<file path="config.mk">
export PLATFORM = sky130hd
export DESIGN_NAME = pong_rally_ctrl_flat
export DESIGN_NICKNAME = d
export VERILOG_FILES = /design/src/rtl/pong_pkg.sv /design/src/rtl/pong_rally_ctrl_if.sv /design/src/rtl/pong_tick_timer.sv /design/src/rtl/pong_rally_ctrl.sv /design/src/flat_wrapper.sv
export SDC_FILE = /design/constraint.sdc
export NUM_CORES = 1
export LEC_CHECK = 0
export CORE_UTILIZATION = 40
export DETAILED_ROUTE_END_ITERATION = 8
export MAX_ROUTING_LAYER = met4
export RECOVER_POWER = 50
export SLEW_MARGIN = 20
export SYNTH_ARGS = -nofsm -noshare
export SYNTH_HDL_FRONTEND = slang
export SYNTH_SLANG_ARGS = --single-unit
</file>
<file path="constraint.sdc">
create_clock -name clk -period 2.5 [get_ports clk]
set_input_delay 0.25 -clock clk [delete_from_list [all_inputs] [get_ports clk]]
set_output_delay 0.25 -clock clk [all_outputs]
set_load 0.005 [all_outputs]
</file>
<file path="src/rtl/pong_pkg.sv">
// rtl/pong_pkg.sv - shared state encoding, grid constants and paddle-window helper
package pong_pkg;

   typedef enum logic [2:0] {
      ST_IDLE  = 3'd0,
      ST_SERVE = 3'd1,
      ST_PLAY  = 3'd2,
      ST_POINT = 3'd3,
      ST_OVER  = 3'd4
   } state_t;

   localparam int GRID_MAX    = 15;
   localparam int GRID_CENTRE = 8;
   localparam int SPEED_W     = 5;

   // Window is computed in 5 bits and clipped so a paddle near the bottom never wraps to row 0.
   function automatic logic pad_hit(input logic [3:0] pad, input logic [3:0] y, input int h);
      logic [4:0] w_top;
      logic [4:0] w_bot;
      w_top = {1'b0, pad};
      w_bot = w_top + 5'(h - 1);
      if (w_bot > 5'(GRID_MAX))
         w_bot = 5'(GRID_MAX);
      return ({1'b0, y} >= w_top) && ({1'b0, y} <= w_bot);
   endfunction

endpackage

</file>
<file path="src/rtl/pong_rally_ctrl_if.sv">
// rtl/pong_rally_ctrl_if.sv - player/paddle/ball-datapath signals of the rally controller
interface pong_rally_ctrl_if;
   import pong_pkg::*;

   logic                      start;
   logic [3:0]                ball_x;
   logic [3:0]                ball_y;
   logic [3:0]                pad_l;
   logic [3:0]                pad_r;
   logic                      ball_reset;
   logic signed [SPEED_W-1:0] ball_speed;
   logic [3:0]                score_l;
   logic [3:0]                score_r;
   logic [2:0]                state;
   logic                      hit_pulse;

   modport master (
      input  start, ball_x, ball_y, pad_l, pad_r,
      output ball_reset, ball_speed, score_l, score_r, state, hit_pulse
   );

   modport slave (
      output start, ball_x, ball_y, pad_l, pad_r,
      input  ball_reset, ball_speed, score_l, score_r, state, hit_pulse
   );

endinterface

</file>
<file path="src/rtl/pong_tick_timer.sv">
// rtl/pong_tick_timer.sv - loadable down-counter with zero flag, shared by SERVE and POINT
module pong_tick_timer #(
   parameter int W = 11
) (
   input  logic         clk,
   input  logic         reset,
   input  logic         i_load,
   input  logic [W-1:0] i_value,
   output logic         o_zero
);

   logic [W-1:0] r_count;

   always_ff @(posedge clk) begin
      if (reset)
         r_count <= '0;
      else if (i_load)
         r_count <= i_value;
      else if (r_count != '0)
         r_count <= r_count - W'(1);
   end

   assign o_zero = (r_count == '0);

endmodule

</file>
<file path="src/rtl/pong_rally_ctrl.sv">
// rtl/pong_rally_ctrl.sv - pong game sequencer: serve hold, hit/miss judging, scores, speed ramp
module pong_rally_ctrl
   import pong_pkg::*;
#(
   parameter int SERVE_TICKS   = 2000,
   parameter int POINT_TICKS   = 1000,
   parameter int WIN_SCORE     = 9,
   parameter int PADDLE_H      = 4,
   parameter int SPEED_INIT    = 4,
   parameter int SPEED_MAX     = 15,
   parameter int HITS_PER_STEP = 4
) (
   input  logic               clk,
   input  logic               reset,
   pong_rally_ctrl_if.master  io_game
);

   localparam int TMR_MAX = (SERVE_TICKS > POINT_TICKS) ? SERVE_TICKS : POINT_TICKS;
   localparam int TMR_W   = $clog2(TMR_MAX);
   localparam int HIT_W   = $clog2(HITS_PER_STEP + 1);

   state_t                    r_state;
   logic                      r_ball_reset;
   logic                      r_hit_pulse;
   logic                      r_serve_left;
   logic signed [SPEED_W-1:0] r_ball_speed;
   logic [SPEED_W-1:0]        r_mag;
   logic [3:0]                r_score_l;
   logic [3:0]                r_score_r;
   logic [3:0]                r_prev_x;
   logic [HIT_W-1:0]          r_hits;

   logic                      w_tmr_load;
   logic                      w_tmr_zero;
   logic [TMR_W-1:0]          w_tmr_val;
   logic                      w_start_go;
   logic                      w_point_done;
   logic                      w_left_ev;
   logic                      w_right_ev;
   logic                      w_left_hit;
   logic                      w_right_hit;
   logic                      w_miss;
   logic [3:0]                w_score_l_nx;
   logic [3:0]                w_score_r_nx;
   logic [SPEED_W-1:0]        w_mag_up;

   assign w_start_go   = io_game.start && (r_state == ST_IDLE || r_state == ST_OVER);
   assign w_point_done = (r_state == ST_POINT) && w_tmr_zero;
   assign w_left_ev    = (r_state == ST_PLAY) && (io_game.ball_x == 4'd0) && (r_prev_x != 4'd0);
   assign w_right_ev   = (r_state == ST_PLAY) && (io_game.ball_x == 4'(GRID_MAX))
                         && (r_prev_x != 4'(GRID_MAX));
   assign w_left_hit   = pad_hit(io_game.pad_l, io_game.ball_y, PADDLE_H);
   assign w_right_hit  = pad_hit(io_game.pad_r, io_game.ball_y, PADDLE_H);
   // Left column wins if both events were ever forced in one cycle.
   assign w_miss       = w_left_ev ? !w_left_hit : (w_right_ev && !w_right_hit);
   assign w_score_l_nx = r_score_l + 4'd1;
   assign w_score_r_nx = r_score_r + 4'd1;
   assign w_mag_up     = (r_mag >= SPEED_W'(SPEED_MAX)) ? r_mag : r_mag + SPEED_W'(1);

   assign w_tmr_load   = w_start_go || w_point_done || w_miss;
   assign w_tmr_val    = w_miss ? TMR_W'(POINT_TICKS - 1) : TMR_W'(SERVE_TICKS - 1);

   pong_tick_timer #(.W(TMR_W)) u_timer (
      .clk     (clk),
      .reset   (reset),
      .i_load  (w_tmr_load),
      .i_value (w_tmr_val),
      .o_zero  (w_tmr_zero)
   );

   always_ff @(posedge clk) begin
      if (reset) begin
         r_state      <= ST_IDLE;
         r_ball_reset <= 1'b1;
         r_ball_speed <= SPEED_W'(SPEED_INIT);
         r_mag        <= SPEED_W'(SPEED_INIT);
         r_score_l    <= 4'd0;
         r_score_r    <= 4'd0;
         r_hit_pulse  <= 1'b0;
         r_hits       <= '0;
         r_serve_left <= 1'b0;
         r_prev_x     <= 4'(GRID_CENTRE);
      end else begin
         r_hit_pulse <= 1'b0;
         // Centre value while the ball is held, so release never looks like a column entry.
         r_prev_x    <= r_ball_reset ? 4'(GRID_CENTRE) : io_game.ball_x;
         case (r_state)
            ST_IDLE, ST_OVER: begin
               if (io_game.start) begin
                  r_state   <= ST_SERVE;
                  r_score_l <= 4'd0;
                  r_score_r <= 4'd0;
               end
            end
            ST_SERVE: begin
               if (w_tmr_zero) begin
                  r_state      <= ST_PLAY;
                  r_ball_reset <= 1'b0;
                  r_mag        <= SPEED_W'(SPEED_INIT);
                  r_ball_speed <= r_serve_left ? -SPEED_W'(SPEED_INIT) : SPEED_W'(SPEED_INIT);
                  r_hits       <= '0;
               end
            end
            ST_PLAY: begin
               if (w_left_ev || w_right_ev) begin
                  if (!w_miss) begin
                     r_hit_pulse <= 1'b1;
                     if (r_hits == HIT_W'(HITS_PER_STEP - 1)) begin
                        r_hits       <= '0;
                        r_mag        <= w_mag_up;
                        r_ball_speed <= r_ball_speed[SPEED_W-1] ? -w_mag_up : w_mag_up;
                     end else begin
                        r_hits <= r_hits + HIT_W'(1);
                     end
                  end else if (w_left_ev) begin
                     r_score_r    <= w_score_r_nx;
                     r_serve_left <= 1'b1;
                     r_ball_reset <= 1'b1;
                     r_state      <= (w_score_r_nx == 4'(WIN_SCORE)) ? ST_OVER : ST_POINT;
                  end else begin
                     r_score_l    <= w_score_l_nx;
                     r_serve_left <= 1'b0;
                     r_ball_reset <= 1'b1;
                     r_state      <= (w_score_l_nx == 4'(WIN_SCORE)) ? ST_OVER : ST_POINT;
                  end
               end
            end
            ST_POINT: begin
               if (w_tmr_zero)
                  r_state <= ST_SERVE;
            end
            default: begin
               r_state      <= ST_IDLE;
               r_ball_reset <= 1'b1;
            end
         endcase
      end
   end

   assign io_game.ball_reset = r_ball_reset;
   assign io_game.ball_speed = r_ball_speed;
   assign io_game.score_l    = r_score_l;
   assign io_game.score_r    = r_score_r;
   assign io_game.state      = r_state;
   assign io_game.hit_pulse  = r_hit_pulse;

endmodule

</file>
<file path="src/flat_wrapper.sv">
// flat-port wrapper written by rule: the top's interface ports become plain ports
module pong_rally_ctrl_flat import pong_pkg::*;
#(
   parameter int SERVE_TICKS   = 2000,
   parameter int POINT_TICKS   = 1000,
   parameter int WIN_SCORE     = 9,
   parameter int PADDLE_H      = 4,
   parameter int SPEED_INIT    = 4,
   parameter int SPEED_MAX     = 15,
   parameter int HITS_PER_STEP = 4
)
  (clk, reset, io_game_start, io_game_ball_x, io_game_ball_y, io_game_pad_l, io_game_pad_r, io_game_ball_reset, io_game_ball_speed, io_game_score_l, io_game_score_r, io_game_state, io_game_hit_pulse);
  pong_rally_ctrl_if io_game_i ();
  input  logic clk;
  input  logic reset;
  input wire logic [$bits(io_game_i.start)-1:0] io_game_start;
  input wire logic [$bits(io_game_i.ball_x)-1:0] io_game_ball_x;
  input wire logic [$bits(io_game_i.ball_y)-1:0] io_game_ball_y;
  input wire logic [$bits(io_game_i.pad_l)-1:0] io_game_pad_l;
  input wire logic [$bits(io_game_i.pad_r)-1:0] io_game_pad_r;
  output wire logic [$bits(io_game_i.ball_reset)-1:0] io_game_ball_reset;
  output wire logic [$bits(io_game_i.ball_speed)-1:0] io_game_ball_speed;
  output wire logic [$bits(io_game_i.score_l)-1:0] io_game_score_l;
  output wire logic [$bits(io_game_i.score_r)-1:0] io_game_score_r;
  output wire logic [$bits(io_game_i.state)-1:0] io_game_state;
  output wire logic [$bits(io_game_i.hit_pulse)-1:0] io_game_hit_pulse;
  assign io_game_i.start = io_game_start;
  assign io_game_i.ball_x = io_game_ball_x;
  assign io_game_i.ball_y = io_game_ball_y;
  assign io_game_i.pad_l = io_game_pad_l;
  assign io_game_i.pad_r = io_game_pad_r;
  assign io_game_ball_reset = io_game_i.ball_reset;
  assign io_game_ball_speed = io_game_i.ball_speed;
  assign io_game_score_l = io_game_i.score_l;
  assign io_game_score_r = io_game_i.score_r;
  assign io_game_state = io_game_i.state;
  assign io_game_hit_pulse = io_game_i.hit_pulse;
  pong_rally_ctrl #(.SERVE_TICKS(SERVE_TICKS), .POINT_TICKS(POINT_TICKS), .WIN_SCORE(WIN_SCORE), .PADDLE_H(PADDLE_H), .SPEED_INIT(SPEED_INIT), .SPEED_MAX(SPEED_MAX), .HITS_PER_STEP(HITS_PER_STEP)) u_core (.clk(clk), .reset(reset), .io_game(io_game_i));
endmodule
</file>
==> results of run 1 <==
worst reg2reg max path, stage by stage, from the launching register on:
cell and delay (ns):
sky130_fd_sc_hd__dfxtp_2 0.33, sky130_fd_sc_hd__ha_2 0.19, sky130_fd_sc_hd__and3_4 0.18, sky130_fd_sc_hd__ha_4 0.16, sky130_fd_sc_hd__or3_1 0.33, sky130_fd_sc_hd__o22ai_2 0.16
sky130_fd_sc_hd__ha_2 0.19, sky130_fd_sc_hd__inv_1 0.05, sky130_fd_sc_hd__o31ai_2 0.24, sky130_fd_sc_hd__xnor2_1 0.10, sky130_fd_sc_hd__a211o_1 0.26, sky130_fd_sc_hd__mux2i_1 0.11
layout make-up:
cell class                 instances  area (µm²)
fill                             664        2850
multi-input combinational        270        2092
timing repair buffer             102       830.8
sequential                        41       823.3
tap                               96       120.1
inverter                          24       107.6
clock buffer                       6       72.57
clock inverter                     2       10.01
power breakdown:
group	total, mW	leakage (nW)	internal [mW]	switching (mW)
combinational	0.461	1.37	0.236	0.224
sequential	0.715	0.335	0.683	0.0323
clock	0.422	0.0450	0.194	0.228
total	1.60	1.75	1.11	0.485
cells by family after synthesis:
logic type | after synthesis | synth area share (%)
flip-flops | 41 | 28.23
buffers and inverters | 39 | 5.723
AND/OR/NAND/NOR | 133 | 24.66
AO/OA/AOI/OAI | 84 | 20.78
adder cells (fa/ha/maj) | 29 | 12.48
XOR/XNOR | 13 | 3.916
multiplexers | 11 | 4.217
path summary, 6_finish.rpt:
path / from / end / slack [ns] / cells past startpoint
setup / recovery: io_game_pad_r[0] / u_core.r_mag[1]$_SDFFE_PP0P_ / 0.09 / 13
hold / removal: u_core.io_game.ball_speed[3]$_SDFFE_PP0P_ / u_core.io_game.ball_speed[3]$_SDFFE_PP0P_ / 0.46 / 2
setup reg to reg: u_core.r_mag[0]$_SDFFE_PP0P_ / u_core.io_game.ball_speed[4]$_SDFFE_PP0P_ / 0.13 / 11
hold reg to reg: u_core.io_game.ball_speed[3]$_SDFFE_PP0P_ / u_core.io_game.ball_speed[3]$_SDFFE_PP0P_ / 0.46 / 2
stage by stage:
step | hold WS, ns | instance area (µm²) | setup TNS (ns) | worst slack [ns] | utilization (%)
after floorplan | 0.3523 | 2978 | -0.06604 | -0.03236 | -
after global placement | 0.4503 | 3847 | -21.82 | -0.7109 | 55.71
after detailed placement | 0.4620 | 3847 | -23.20 | -0.7474 | 55.71
after CTS | 0.4743 | 3984 | 0 | 0.003837 | 57.68
after global routing | 0.4892 | 4056 | -0.01184 | -0.01184 | 58.73
final | 0.4629 | 4056 | 0 | 0.09330 | 58.73
placed cells by master (no fill, tap or decap), drive strengths merged, types with 3 or more instances in the layout:
cell type	n
clkdlybuf4s50	15
nor4	3
mux2	4
nor3b	3
a21oi	27
xnor2	9
or4	4
nand3b	4
o211a	3
nand3	16
buf	65
inv	24
and2	5
o21ai	15
clkbuf	13
nand4	7
and3	3
o211ai	3
a21o	4
ha	29
nor2b	5
nand2b	3
xor2	4
nor2	20
nor3	17
dlygate4sd3	12
nand2	28
o22ai	3
mux2i	7
dfxtp	41
a31oi	5
o31ai	3
or3	8
timing repair:
item	in CTS	in global routing
buffers inserted	3	2
setup endpoints to repair	36	32
resized for setup	22	35
pin swaps	14	12
gates cloned	0	0
metal layers:
metal | track usage, % | share of wire (%) | wire length, µm
met2 | 34.59 | 48 | 3527
met5 | - | 0 | 0
met4 | 7.004 | 1.4 | 104
met1 | 24.42 | 47 | 3439
met3 | 3.981 | 3.8 | 278
sequential cells by signal, summed over array words and instances (netlist names), 3 cells and up:
| signal | flops |
|---|---|
| u_core.io_game.score_r | 4 |
| u_core.r_hits | 3 |
| u_core.io_game.score_l | 4 |
| u_core.io_game.ball_speed | 4 |
| u_core.r_prev_x | 4 |
| u_core.io_game.state | 3 |
| u_core.u_timer.r_count | 11 |
| u_core.r_mag | 5 |
==> Implementation_results.wiki, run 1 <==
{| class="wikitable"
! Metric !! Value
|-
| Total power per unit cell area || 393.8 mW/mm²
|-
| Classification of the worst setup path || in -> reg
|-
| Worst VDD drop || 0.2963 mV
|-
| DRC marker count from the first detailed-route iteration || 114
|-
| H-tree Lvls || 2
|-
| Flip-flop cell with the highest count after synthesis || sky130_fd_sc_hd__dfxtp_1
|-
| Cell class contributing the biggest share of worst-path delay || compound AO/OA/AOI/OAI gates
|-
| Starting utilization of the core area || 42.10%
|-
| Layout area overhead || 39.50%
|-
| Critical path endpoint category || flop
|-
| Vias after detailed routing || 2845
|-
| Highest net fanout along the worst path || 7
|-
| Synth area leaders || sky130_fd_sc_hd__dfxtp_1 28%, sky130_fd_sc_hd__ha_1 12%, sky130_fd_sc_hd__a21oi_1 4.5%, sky130_fd_sc_hd__nand2_1 3.6%, sky130_fd_sc_hd__inv_1 3.1%
|-
| Post-detailed-placement half-perimeter wirelength || 5.633 mm
|-
| DRT antenna net count || 0
|-
| CTS tree || built
|-
| Nets || 492
|-
| Global placement routability congestion || 0.8127
|-
| Vias in the first global route || 2722
|-
| Critical Path Slowest Stage Cell || sky130_fd_sc_hd__a2111oi_4
|-
| Number of instances in the placed design || 529
|-
| Antenna violations before repair || 0
|-
| Final Hold Viols || 0
|-
| Root buf cell || sky130_fd_sc_hd__clkbuf_8
|-
| # Max-Cap Violations || 0
|-
| Wire length of the first global-routing pass || 12.06 mm
|-
| Core area || 0.006907 mm²
|-
| Total of buffers placed on input and output ports || 36
|-
| ANT cells || 0
|-
| Clock Skew || 0.007019 ns
|-
| Post-synthesis sequential area ratio || 28.23%
|-
| Yosys warning total || 0
|-
| Dominant cell type by area after synthesis || sky130_fd_sc_hd__dfxtp_1
|-
| Period Utilization, post-route || 96.27%
|-
| Share of flip-flops with an asynchronous set or reset after synthesis || 0%
|-
| Final critical-path required period || 2.407 ns
|-
| Worst slew margin relative to its limit || 37.98%
|-
| Number of enable-type register cells in the synthesized netlist || 0
|-
| Number of top-level design ports || 37
|-
| Startpoint type of the worst setup path || primary input
|-
| Die Span Y || 87.26 µm
|-
| Buffers plus inverters on the worst setup path || 3
|-
| Overflow left after global routing || 0
|-
| Outcome || finished, final reports clean
|-
| Instance count of the mapped netlist || 350
|-
| Signal arrival time at the worst endpoint || 2.59 ns
|-
| Post-Syn Area per Cell || 8.308 µm²
|-
| Later-pin clock latency in the skew report || 0.29 ns
|-
| Row count || 30
|-
| Power consumption || 1.597 mW
|-
| Hold crit path type || reg -> reg
|-
| Clock-pin slew of the registers on the worst-case setup and hold paths || 0.08 ns
|-
| Flops & latches, synth || 41
|-
| Standby leakage power || 1.749 nW
|-
| Number of failing setup endpoints in the final timing report || 0
|-
| Worst path required time || 2.68 ns
|-
| Vias per std cell || 5.259
|-
| First drt pass iteration count || 4
|-
| Number of buffers between clock root and the deepest sink || 2
|-
| Number of library cell types mapped by synthesis || 67
|-
| Slew Viols, Final || 0
|-
| Hold-fix buffers, CTS || 0
|-
| Largest net degree at the start of global routing || 22
|-
| Library cell with the highest instance count after synthesis || sky130_fd_sc_hd__dfxtp_1
|-
| Residual DRC count || 0
|-
| Number of nets produced by synthesis || 398
|-
| TritonCTS buffer count || 5
|-
| Total wire length || 7.349 mm
|-
| Cell Count, Final, Fillers Out || 541
|-
| Largest stage delay, worst path || 0.45 ns
|-
| Cell repeated most along the worst path || sky130_fd_sc_hd__buf_4
|-
| Syn Std Cell Area || 0.002908 mm²
|-
| Top cell types by occurrence after synthesis || 41 x sky130_fd_sc_hd__dfxtp_1, 29 x sky130_fd_sc_hd__ha_1, 28 x sky130_fd_sc_hd__nand2_1
|-
| Fraction of final layout cells with drive strength greater than 1 || 27.19%
|-
| Floorplan die width || 87.26 µm
|-
| Aggregate global-route resource usage || 20.52%
|-
| Sequence of cells on the critical path || buf_4 -> inv_6 -> ha_4 -> or3_4 -> buf_4 -> nand2_1 -> ha_1 -> nand4b_1 -> nand3_2 -> a2111oi_4 -> a21o_4 -> a31oi_4 -> mux2_4
|-
| Max Clk Rate || 0.4155 GHz
|-
| Least-Margin Pin Slew || 0.9303 ns
|-
| Area share of the leading cell type in the synthesized netlist || 28.23%
|-
| Area enclosed by the die boundary || 0.007614 mm²
|-
| Routed len/inst || 13.58 µm
|-
| Clock Sink Count || 41
|}
Note: power is estimated with default switching activity, not from simulation.
==> run 2: changes to the inputs <==
==> constraint.sdc (replaced) <==
create_clock -name clk -period 2.5 [get_ports clk]
set_input_delay 0.25 -clock clk [delete_from_list [all_inputs] [get_ports clk]]
set_output_delay 0.25 -clock clk [all_outputs]
set_load 0.05 [all_outputs]
==> Implementation_results.wiki, run 2 (synthesized netlist as in run 1, its figures left out) <==
{| class="wikitable"
! Metric !! Value
|-
| Outcome || finished, final reports clean
|-
| Starting utilization of the core area || 42.10%
|-
| Antenna violations before repair || 0
|-
| Number of instances in the placed design || 536
|-
| Final Hold Viols || 0
|-
| Worst slew margin relative to its limit || 58.07%
|-
| Total of buffers placed on input and output ports || 36
|-
| Number of buffers between clock root and the deepest sink || 2
|-
| Most Used Layer, Global Route || met2
|-
| Slew Viols, Final || 0
|-
| Met2 Use GR || 37.57%
|-
| Sequence of cells on the critical path || clkdlybuf4s50_1 -> or4_4 -> buf_4 -> nor3_2 -> a2111oi_4 -> a21o_4 -> a31oi_4 -> mux2_4
|-
| Vias after detailed routing || 2889
|-
| DRT antenna net count || 0
|-
| Filler Cells Inserted || 636
|-
| Period Utilization, post-route || 96.31%
|-
| Post-detailed-placement half-perimeter wirelength || 5.682 mm
|-
| M1 GR Usage || 26.33%
|-
| Clock Sink Count || 41
|-
| Met3 usage || 2.654%
|-
| Hold crit path type || reg -> reg
|-
| Layout area overhead || 43.80%
|-
| Residual DRC count || 0
|-
| Largest net degree at the start of global routing || 16
|-
| TritonCTS buffer count || 5
|-
| Global placement routability congestion || 0.8264
|-
| Nets || 503
|-
| Total wire length || 7.389 mm
|-
| Post-Place Cell Area || 0.003908 mm²
|-
| Largest stage delay, worst path || 0.56 ns
|-
| Commonest cells after routing, fill and taps aside || 75 x sky130_fd_sc_hd__buf_4, 38 x sky130_fd_sc_hd__dfxtp_1, 28 x sky130_fd_sc_hd__nand2_1
|-
| Floorplan die width || 87.26 µm
|-
| # Max-Cap Violations || 0
|-
| Root buf cell || sky130_fd_sc_hd__clkbuf_8
|-
| Worst slack on hold paths || 0.4694 ns
|-
| Vias in the first global route || 2819
|-
| First drt pass iteration count || 4
|-
| Area of all placed cells without fillers || 0.004182 mm²
|-
| Leading cell type in the layout, fill and taps excluded || sky130_fd_sc_hd__buf_4
|-
| Overflow left after global routing || 0
|-
| Critical Path Slowest Stage Cell || sky130_fd_sc_hd__or4_4
|-
| Routed len/inst || 13.39 µm
|-
| Max Clk Rate || 0.4153 GHz
|-
| Least-Margin Pin Slew || 0.6233 ns
|-
| Die Span Y || 87.26 µm
|-
| Fraction of final layout cells with drive strength greater than 1 || 29.39%
|-
| Aggregate global-route resource usage || 21.53%
|-
| Worst VDD drop || 0.2881 mV
|-
| Biggest registers after layout || u_core.u_timer.r_count: 11 flops, u_core.r_mag: 5 flops
|-
| Cell Count, Final, Fillers Out || 552
|-
| Vias per std cell || 5.234
|-
| Number of top-level design ports || 37
|-
| Final critical-path required period || 2.408 ns
|-
| Worst path required time || 2.69 ns
|-
| Highest net fanout along the worst path || 6
|-
| Number of failing setup endpoints in the final timing report || 0
|-
| Later-pin clock latency in the skew report || 0.30 ns
|-
| Top reg by flops || u_core.u_timer.r_count
|-
| Core area || 0.006907 mm²
|-
| Wire length of the first global-routing pass || 12.71 mm
|-
| Number of flip-flops in the largest register || 11
|-
| DRC marker count from the first detailed-route iteration || 114
|-
| Clock Skew || 0.009975 ns
|-
| Area enclosed by the die boundary || 0.007614 mm²
|-
| Startpoint type of the worst setup path || primary input
|-
| Row count || 30
|-
| Standby leakage power || 1.830 nW
|-
| Signal arrival time at the worst endpoint || 2.59 ns
|-
| Classification of the worst setup path || in -> reg
|-
| Total power per unit cell area || 392.8 mW/mm²
|-
| CTS tree || built
|-
| Critical path endpoint category || flop
|-
| H-tree Lvls || 2
|-
| ANT cells || 0
|-
| Power consumption || 1.643 mW
|-
| Clock-pin slew of the registers on the worst-case setup and hold paths || 0.08 ns
|}
## run 2: cell types whose count changed in the layout (fill, tap and decap cells not counted), sizes merged
cell,change
clkinvlp,+1
buf,+14
clkdlybuf4s50,-6
clkbuf,-6
dlygate4sd3,+7
clkdlybuf4s15,+2
dlymetal6s2s,-1
## run 2: stage by stage
step / util [%] / setup slack, ns / setup TNS [ns]
after floorplan: - / -0.03238 / -0.06609
after detailed placement: 56.58 / -0.7785 / -24.63
after global placement: 56.58 / -0.7096 / -22.43
final: 60.54 / 0.09231 / 0
after CTS: 59.28 / 0.01310 / 0
after global routing: 60.54 / -0.01407 / -0.01518
## run 2: worst paths after layout
path / cells past startpoint / from / slack (ns) / end
max: 8 / io_game_ball_x[2] / 0.09 / u_core.r_mag[1]$_SDFFE_PP0P_
min: 2 / u_core.io_game.ball_speed[3]$_SDFFE_PP0P_ / 0.47 / u_core.io_game.ball_speed[3]$_SDFFE_PP0P_
max reg2reg: 11 / u_core.r_mag[1]$_SDFFE_PP0P_ / 0.09 / u_core.io_game.ball_speed[4]$_SDFFE_PP0P_
min reg2reg: 2 / u_core.io_game.ball_speed[3]$_SDFFE_PP0P_ / 0.47 / u_core.io_game.ball_speed[3]$_SDFFE_PP0P_
## run 2: per-layer routing
metal / routed length (µm) / vias to the layer above
met2: 3648 / 52
met1: 3465 / 1342
met4: 62 / 0
li1: - / 1491
met3: 212 / 4
met5: 0 / -
## run 2: layout make-up
| class | instances | area, µm² | share of cell area [%] |
|---|---|---|---|
| multi-input combinational | 270 | 2117 | 50.63 |
| clock buffer | 5 | 68.82 | 1.646 |
| sequential | 41 | 824.5 | 19.72 |
| tap | 96 | 120.1 | 2.873 |
| timing repair buffer | 113 | 925.9 | 22.14 |
| inverter | 24 | 107.6 | 2.573 |
| clock inverter | 3 | 17.52 | 0.4189 |
## run 2: power breakdown
group          switching [mW]  internal, mW  leakage (nW)
Sequential             0.0352         0.683         0.335
Clock                   0.242         0.193        0.0439
Combinational           0.237         0.253          1.45
## run 2: repair_timing
action,4_1_cts,5_1_grt
pin swaps,14,16
resized for setup,28,23
hold buffers,0,0
setup buffers,6,3
endpoints found under the setup margin,36,34
## run 2: worst max-delay path, delay by kind of cell
family,cells,cell delay [ns]
compound gates,3,0.63
mux,1,0.33
simple gates,2,0.81
buf+inv,2,0.57
